===== config.mk =====
export PLATFORM = sky130hd
export DESIGN_NAME = ps2_uart_tx
export DESIGN_NICKNAME = d
export VERILOG_FILES = /design/src/rtl/ps2_uart_pkg.sv /design/src/rtl/ps2_uart_tx_fifo.sv /design/src/rtl/ps2_uart_tx.sv
export SDC_FILE = /design/constraint.sdc
export NUM_CORES = 1
export LEC_CHECK = 0
export CORE_ASPECT_RATIO = 0.75
export CORE_UTILIZATION = 30
export DETAILED_ROUTE_END_ITERATION = 8
export PLACE_DENSITY = 0.52
export SLEW_MARGIN = 20
export SYNTH_ARGS = -nofsm -noshare
export SYNTH_HDL_FRONTEND = slang
export SYNTH_SLANG_ARGS = --single-unit

===== constraint.sdc =====
create_clock -name clk -period 2.8 [get_ports clk]
set_input_delay 0.56 -clock clk [delete_from_list [all_inputs] [get_ports clk]]
set_output_delay 0.56 -clock clk [all_outputs]
set_load 0.02 [all_outputs]

===== src/rtl/ps2_uart_pkg.sv =====
// Shared types and helpers for the PS/2-to-UART transmit path.
//   tx_state_t : transmitter FSM states
//   FRAME_BITS : start + 8 data + stop bits per 8N1 frame
//   baud_div() : clock cycles per bit (integer truncation)
package ps2_uart_pkg;

   typedef enum logic [1:0] {
      IDLE  = 2'd0,
      START = 2'd1,
      DATA  = 2'd2,
      STOP  = 2'd3
   } tx_state_t;

   localparam int unsigned FRAME_BITS = 10;

   function automatic int unsigned baud_div(input int unsigned clk_hz, input int unsigned baud);
      return clk_hz / baud;
   endfunction

endpackage


===== src/rtl/ps2_uart_tx_fifo.sv =====
// Synchronous FIFO with combinational head read.
//   clk, rst     : clock, synchronous active-high reset
//   push, wdata  : write request and data (ignored when full unless popping too)
//   pop          : remove head entry (ignored when empty)
//   head_c       : current head entry, valid when not empty
//   full_c       : occupancy equals DEPTH
//   empty_c      : occupancy is zero
//   level        : registered occupancy
module sync_fifo #(
   parameter int unsigned WIDTH = 8,
   parameter int unsigned DEPTH = 16
) (
   input  logic                       clk,
   input  logic                       rst,
   input  logic                       push,
   input  logic [WIDTH-1:0]           wdata,
   input  logic                       pop,
   output logic [WIDTH-1:0]           head_c,
   output logic                       full_c,
   output logic                       empty_c,
   output logic [$clog2(DEPTH):0]     level
);

   localparam int unsigned PW = $clog2(DEPTH);
   localparam int unsigned LW = PW + 1;

   logic [WIDTH-1:0] mem_q [DEPTH];
   logic [PW-1:0]    wptr_q, wptr_d;
   logic [PW-1:0]    rptr_q, rptr_d;
   logic [LW-1:0]    level_q, level_d;
   logic             do_push_c;
   logic             do_pop_c;

   assign full_c  = (level_q == LW'(DEPTH));
   assign empty_c = (level_q == '0);
   assign head_c  = mem_q[rptr_q];
   assign level   = level_q;

   // A push into a full FIFO is legal only when the head leaves in the same cycle.
   always_comb begin
      do_pop_c  = pop && !empty_c;
      do_push_c = push && (!full_c || do_pop_c);
      wptr_d    = do_push_c ? wptr_q + PW'(1) : wptr_q;
      rptr_d    = do_pop_c  ? rptr_q + PW'(1) : rptr_q;
      level_d   = level_q + LW'(do_push_c) - LW'(do_pop_c);
   end

   always_ff @(posedge clk) begin
      if (rst) begin
         wptr_q  <= '0;
         rptr_q  <= '0;
         level_q <= '0;
      end else begin
         wptr_q  <= wptr_d;
         rptr_q  <= rptr_d;
         level_q <= level_d;
      end
   end

   // Storage needs no reset; only entries below level are ever read.
   always_ff @(posedge clk) begin
      if (do_push_c) begin
         mem_q[wptr_q] <= wdata;
      end
   end

endmodule


===== src/rtl/ps2_uart_tx.sv =====
// Buffers decoder characters and serialises them as 8N1 UART frames.
//   clk, rst  : clock, synchronous active-high reset
//   write     : one-cycle strobe, datain valid
//   datain    : character code
//   txd       : serial line, idle high
//   busy      : a frame is on the line
//   overflow  : one-cycle pulse for a dropped character
//   level     : FIFO occupancy
module ps2_uart_tx
   import ps2_uart_pkg::*;
#(
   parameter int unsigned CLK_HZ     = 50_000_000,
   parameter int unsigned BAUD       = 115200,
   parameter int unsigned FIFO_DEPTH = 16
) (
   input  logic                          clk,
   input  logic                          rst,
   input  logic                          write,
   input  logic [7:0]                    datain,
   output logic                          txd,
   output logic                          busy,
   output logic                          overflow,
   output logic [$clog2(FIFO_DEPTH):0]   level
);

   localparam int unsigned DIV = baud_div(CLK_HZ, BAUD);
   localparam int unsigned BW  = $clog2(DIV);

   if (DIV < 2) begin : g_div_chk
      $error("ps2_uart_tx: CLK_HZ/BAUD must be at least 2");
   end
   if (FIFO_DEPTH < 2 || (FIFO_DEPTH & (FIFO_DEPTH - 1)) != 0) begin : g_depth_chk
      $error("ps2_uart_tx: FIFO_DEPTH must be a power of two >= 2");
   end

   tx_state_t     state_q, state_d;
   logic [BW-1:0] baud_q, baud_d;
   logic [2:0]    bit_q, bit_d;
   logic [7:0]    shift_q, shift_d;
   logic          txd_q, txd_d;
   logic          busy_q, busy_d;
   logic          ovf_q, ovf_d;

   logic          tick_c;
   logic          pop_c;
   logic [7:0]    head_c;
   logic          full_c;
   logic          empty_c;

   sync_fifo #(
      .WIDTH (8),
      .DEPTH (FIFO_DEPTH)
   ) u_fifo (
      .clk     (clk),
      .rst     (rst),
      .push    (write),
      .wdata   (datain),
      .pop     (pop_c),
      .head_c  (head_c),
      .full_c  (full_c),
      .empty_c (empty_c),
      .level   (level)
   );

   // Last cycle of the current bit period.
   assign tick_c = (baud_q == BW'(DIV - 1));

   // Pop when idle, or at the end of a stop bit so frames run back to back.
   assign pop_c = !empty_c && ((state_q == IDLE) || ((state_q == STOP) && tick_c));

   // Next-state, shift register and registered line outputs.
   always_comb begin
      state_d = state_q;
      baud_d  = baud_q + BW'(1);
      bit_d   = bit_q;
      shift_d = shift_q;
      txd_d   = txd_q;
      busy_d  = busy_q;
      ovf_d   = write && full_c && !pop_c;

      unique case (state_q)
         IDLE: begin
            baud_d = '0;
            txd_d  = 1'b1;
            busy_d = 1'b0;
            if (pop_c) begin
               state_d = START;
               shift_d = head_c;
               txd_d   = 1'b0;
               busy_d  = 1'b1;
            end
         end
         START: begin
            if (tick_c) begin
               state_d = DATA;
               baud_d  = '0;
               bit_d   = 3'd0;
               txd_d   = shift_q[0];
            end
         end
         DATA: begin
            if (tick_c) begin
               baud_d = '0;
               if (bit_q == 3'd7) begin
                  state_d = STOP;
                  txd_d   = 1'b1;
               end else begin
                  bit_d   = bit_q + 3'd1;
                  shift_d = {1'b0, shift_q[7:1]};
                  txd_d   = shift_q[1];
               end
            end
         end
         STOP: begin
            if (tick_c) begin
               baud_d = '0;
               if (pop_c) begin
                  state_d = START;
                  shift_d = head_c;
                  txd_d   = 1'b0;
               end else begin
                  state_d = IDLE;
                  txd_d   = 1'b1;
                  busy_d  = 1'b0;
               end
            end
         end
         default: begin
            state_d = IDLE;
            baud_d  = '0;
            txd_d   = 1'b1;
            busy_d  = 1'b0;
         end
      endcase
   end

   always_ff @(posedge clk) begin
      if (rst) begin
         state_q <= IDLE;
         baud_q  <= '0;
         bit_q   <= 3'd0;
         shift_q <= 8'd0;
         txd_q   <= 1'b1;
         busy_q  <= 1'b0;
         ovf_q   <= 1'b0;
      end else begin
         state_q <= state_d;
         baud_q  <= baud_d;
         bit_q   <= bit_d;
         shift_q <= shift_d;
         txd_q   <= txd_d;
         busy_q  <= busy_d;
         ovf_q   <= ovf_d;
      end
   end

   assign txd      = txd_q;
   assign busy     = busy_q;
   assign overflow = ovf_q;

endmodule

==> results.md <==
- RSZ-0062 raised after global routing: false
- CP Max Fanout: 5
- Detailed-route wire length per cell: 18.6 um
- Num Clock Sinks: 170
- CTS tree: built
- Clk root buf: clkbuf_16
- Outcome: complete, no violations
- Routed WL: between 15,000 and 20,000 um
- Die X: roughly 180 um
- First-pass GRT wire length: around 25,000 um
- Async S/R FF share, synth: 0%
- # rows: between 40 and 50
- Skew final: 9.62 ps
- Placed Area: 7880 um^2
- Syn nets: between 500 and 600
- Peak supply drop: approximately 0.38 mV
- Library cells used by synthesis: 60
- Post-Syn Instances: between 500 and 600
- N_diodes: 0
- Synth top area cells: edfxtp_1, dfxtp_1, mux2i_1, mux4_2, ha_1
- Sequential-to-total area share from yosys stat: between 60% and 70%
- Post-synth top area cell: edfxtp_1
- Initial core utilization: 31.1%
- Post-route ant nets: 0
- #FFs+latches synth: 170
- GRT overflow: 0
- Final nets: around 590
- Crit end category: register
- Endpoints failing hold: 0
- Number of antenna violations at the first check in global routing: 0
- CTS Buffer Depth: 2
- Max-Slew Margin vs Limit: between 40% and 50%
- Post-synth top flop: edfxtp_1
- Die area: between 20,000 and 25,000 um^2
- Die height: between 100 and 150 um
- Worst r2r src: baud_q[0]
- Vias in the first global route: between 4,000 and 5,000
- Slew @ Worst Pin: 818 ps
- Slew Limit Fails: 0
- Remaining DRCs: 0
- PwrDens: 906 nW/um^2
- Peak Freq: between 300 and 400 MHz
- CP Launch Type: register
- Post-CTS Hold Buffers: 0
- R2r endpoint: u_fifo.level[4]
- Initial DRT Pass Iterations: 4
- GRT Total Usage: around 14%
- Worst-path clk slew: 70 ps
- Final worst-path cycle share: between 90% and 100%
- Ports: 19
- Synth top cells by count: edfxtp_1, nor2_1, dfxtp_1, nand2_1, mux2i_1
- Crit path to: u_fifo.level[4]
- Vias: roughly 4,300
- Static Leak: ~2.9 nW
- Iter 0 DRT Violations: between 300 and 400
- Dpl ws: ~15 ps
- P&R area growth vs syn: 17.6%
- Worst path required time: 3160 ps
- Arr. time, crit path: about 3000 ps
- Port bufs: 18
- R2R Setup Slk: ~140 ps
- Setup TNS: 0 ps
- Yosys synthesis warning count: 0
- Core box area: ~23,000 um^2
- Fin crit period: 2660 ps
- Setup violators final: 0
- Post-route design area: roughly 8500 um^2
- Pin count of the biggest net entering global routing: 40
- H-tree depth: 4
- Post-synth EDFFs: about 130
- Vias per cell: approximately 4.9
- Maxcap violations: 0
- Crit path from: baud_q[0]
- Hpwl dp: 11,200 um
- Most numerous cell in the Yosys netlist: edfxtp_1
- Hold Worst Slack: just under 500 ps
- Worst Slack Setup Final: 138 ps
- Gpl congestion: approximately 0.8
- Hold Path Class: reg2reg
- CTS Buf Count: 17
- Syn Area/Cell: 13.8 um^2
- Cell Area, Synth: a little over 7000 um^2
- Critical path type: reg2reg
- Yosys top cell area share: around 53%
- R2R depth: 12
- Layout cells sized above 1: 16.4%
- Later-pin clock latency in the skew report: ~430 ps
## cell families after synthesis
kind of cell | synth area share, %
flops | 64.6
mux | 9.74
buf+inv | 2.76
xor+xnor | 1.81
compound gates | 6.33
simple gates | 11.1
fa+ha+maj | 3.72
## state kept, by name (all words and copies together) (netlist names), named ones only
name / cells
baud_q: 9
u_fifo.rptr_q: 4
u_fifo.mem_q: 128
txd: 1
u_fifo.wptr_q: 4
bit_q: 3
busy: 1
state_q: 2
overflow: 1
shift_q: 8
u_fifo.level: 5
## placed cells by master (no fill, tap or decap), drive strengths merged, types with 2 or more instances in the layout
| master | synthesis | layout |
|---|---|---|
| a21o | 5 | 5 |
| nor3 | 12 | 12 |
| nand3 | 24 | 24 |
| mux2i | 32 | 32 |
| a22oi | 3 | 3 |
| clkdlybuf4s50 | 0 | 18 |
| o2111ai | 4 | 4 |
| ha | 20 | 20 |
| a21oi | 16 | 16 |
| a221o | 2 | 2 |
| bufinv | 0 | 3 |
| nor2b | 7 | 7 |
| nor2 | 49 | 49 |
| clkbuf | 9 | 18 |
| o22ai | 3 | 3 |
| nor3b | 6 | 6 |
| xor2 | 5 | 5 |
| mux4 | 14 | 14 |
| o21ai | 9 | 9 |
| dfxtp | 42 | 42 |
| edfxtp | 128 | 128 |
| a31oi | 3 | 3 |
| or3 | 3 | 3 |
| o311ai | 3 | 3 |
| and2 | 4 | 4 |
| a211oi | 2 | 2 |
| xnor2 | 10 | 10 |
| nand2b | 4 | 4 |
| a32oi | 2 | 2 |
| inv | 18 | 25 |
| buf | 16 | 25 |
| nand2 | 39 | 39 |
| o221ai | 2 | 2 |
| clkinv | 0 | 3 |
| mux2 | 6 | 6 |
| nand4 | 4 | 4 |
## timing repair
item | in CTS | in global routing
pin swaps | 0 | 2
setup buffers | 0 | 2
gates resized for setup | 1 | 7
gates cloned | 0 | 0
setup endpoints to repair | 1 | 1
hold endpoints to repair | 0 | 0
## critical path, stage by stage (launching register included)
cell and delay [ps]:
dfxtp_1 350, ha_1 210, and4b_2 280, a311o_2 400
and2_4 180, ha_2 190, inv_2 60, fa_2 200
inv_1 50, a21oi_2 120, nor2_1 50, or3_1 340
a21oi_1 140
## per-stage QoR
stage,instances,utilization (%),power (mW)
2_1_floorplan,524,-,4.64
3_3_place_gp,840,33.7,5.27
3_5_place_dp,840,33.7,5.30
4_1_cts,872,36.4,7.75
5_1_grt,874,36.5,8.10
6_report,874,36.5,7.73
## routing by layer
layer  global-route usage [%]  vias up  wire length (um)
met5                        0        -                 0
met4                     5.89        0               238
met3                     2.42       17               767
met2                     20.4       68              7170
met1                     19.7     2133              8120
li1                         -     2038                 -
## worst min-delay path by stage
stage | start | endpoint | slack, ps | depth (start not counted)
2_1_floorplan | shift_q[7] | shift_q[7] | 440 | 1
3_5_place_dp | shift_q[7] | shift_q[7] | 470 | 1
6_report | baud_q[0] | baud_q[0] | 480 | 1
4_1_cts | baud_q[0] | baud_q[0] | 490 | 1
5_1_grt | baud_q[0] | baud_q[0] | 510 | 1
3_3_place_gp | bit_q[1] | bit_q[1] | 460 | 2
## report_power, final
group	internal (mW)	switching (mW)	total [mW]	leakage, nW
Clock	1.43	1.01	2.44	0.299
Sequential	2.91	0.177	3.08	1.50
Combinational	0.993	1.21	2.21	1.07
## area by class of cell
type / instances / area (um^2)
Multi-Input combinational cell: 311 / 2400
Tap cell: 300 / 375
Clock inverter: 14 / 181
Fill cell: 2171 / 14800
Inverter: 18 / 67.6
Timing Repair Buffer: 43 / 393
Sequential cell: 170 / 4690
Clock buffer: 18 / 429
Power figures use the tool's default switching activity.
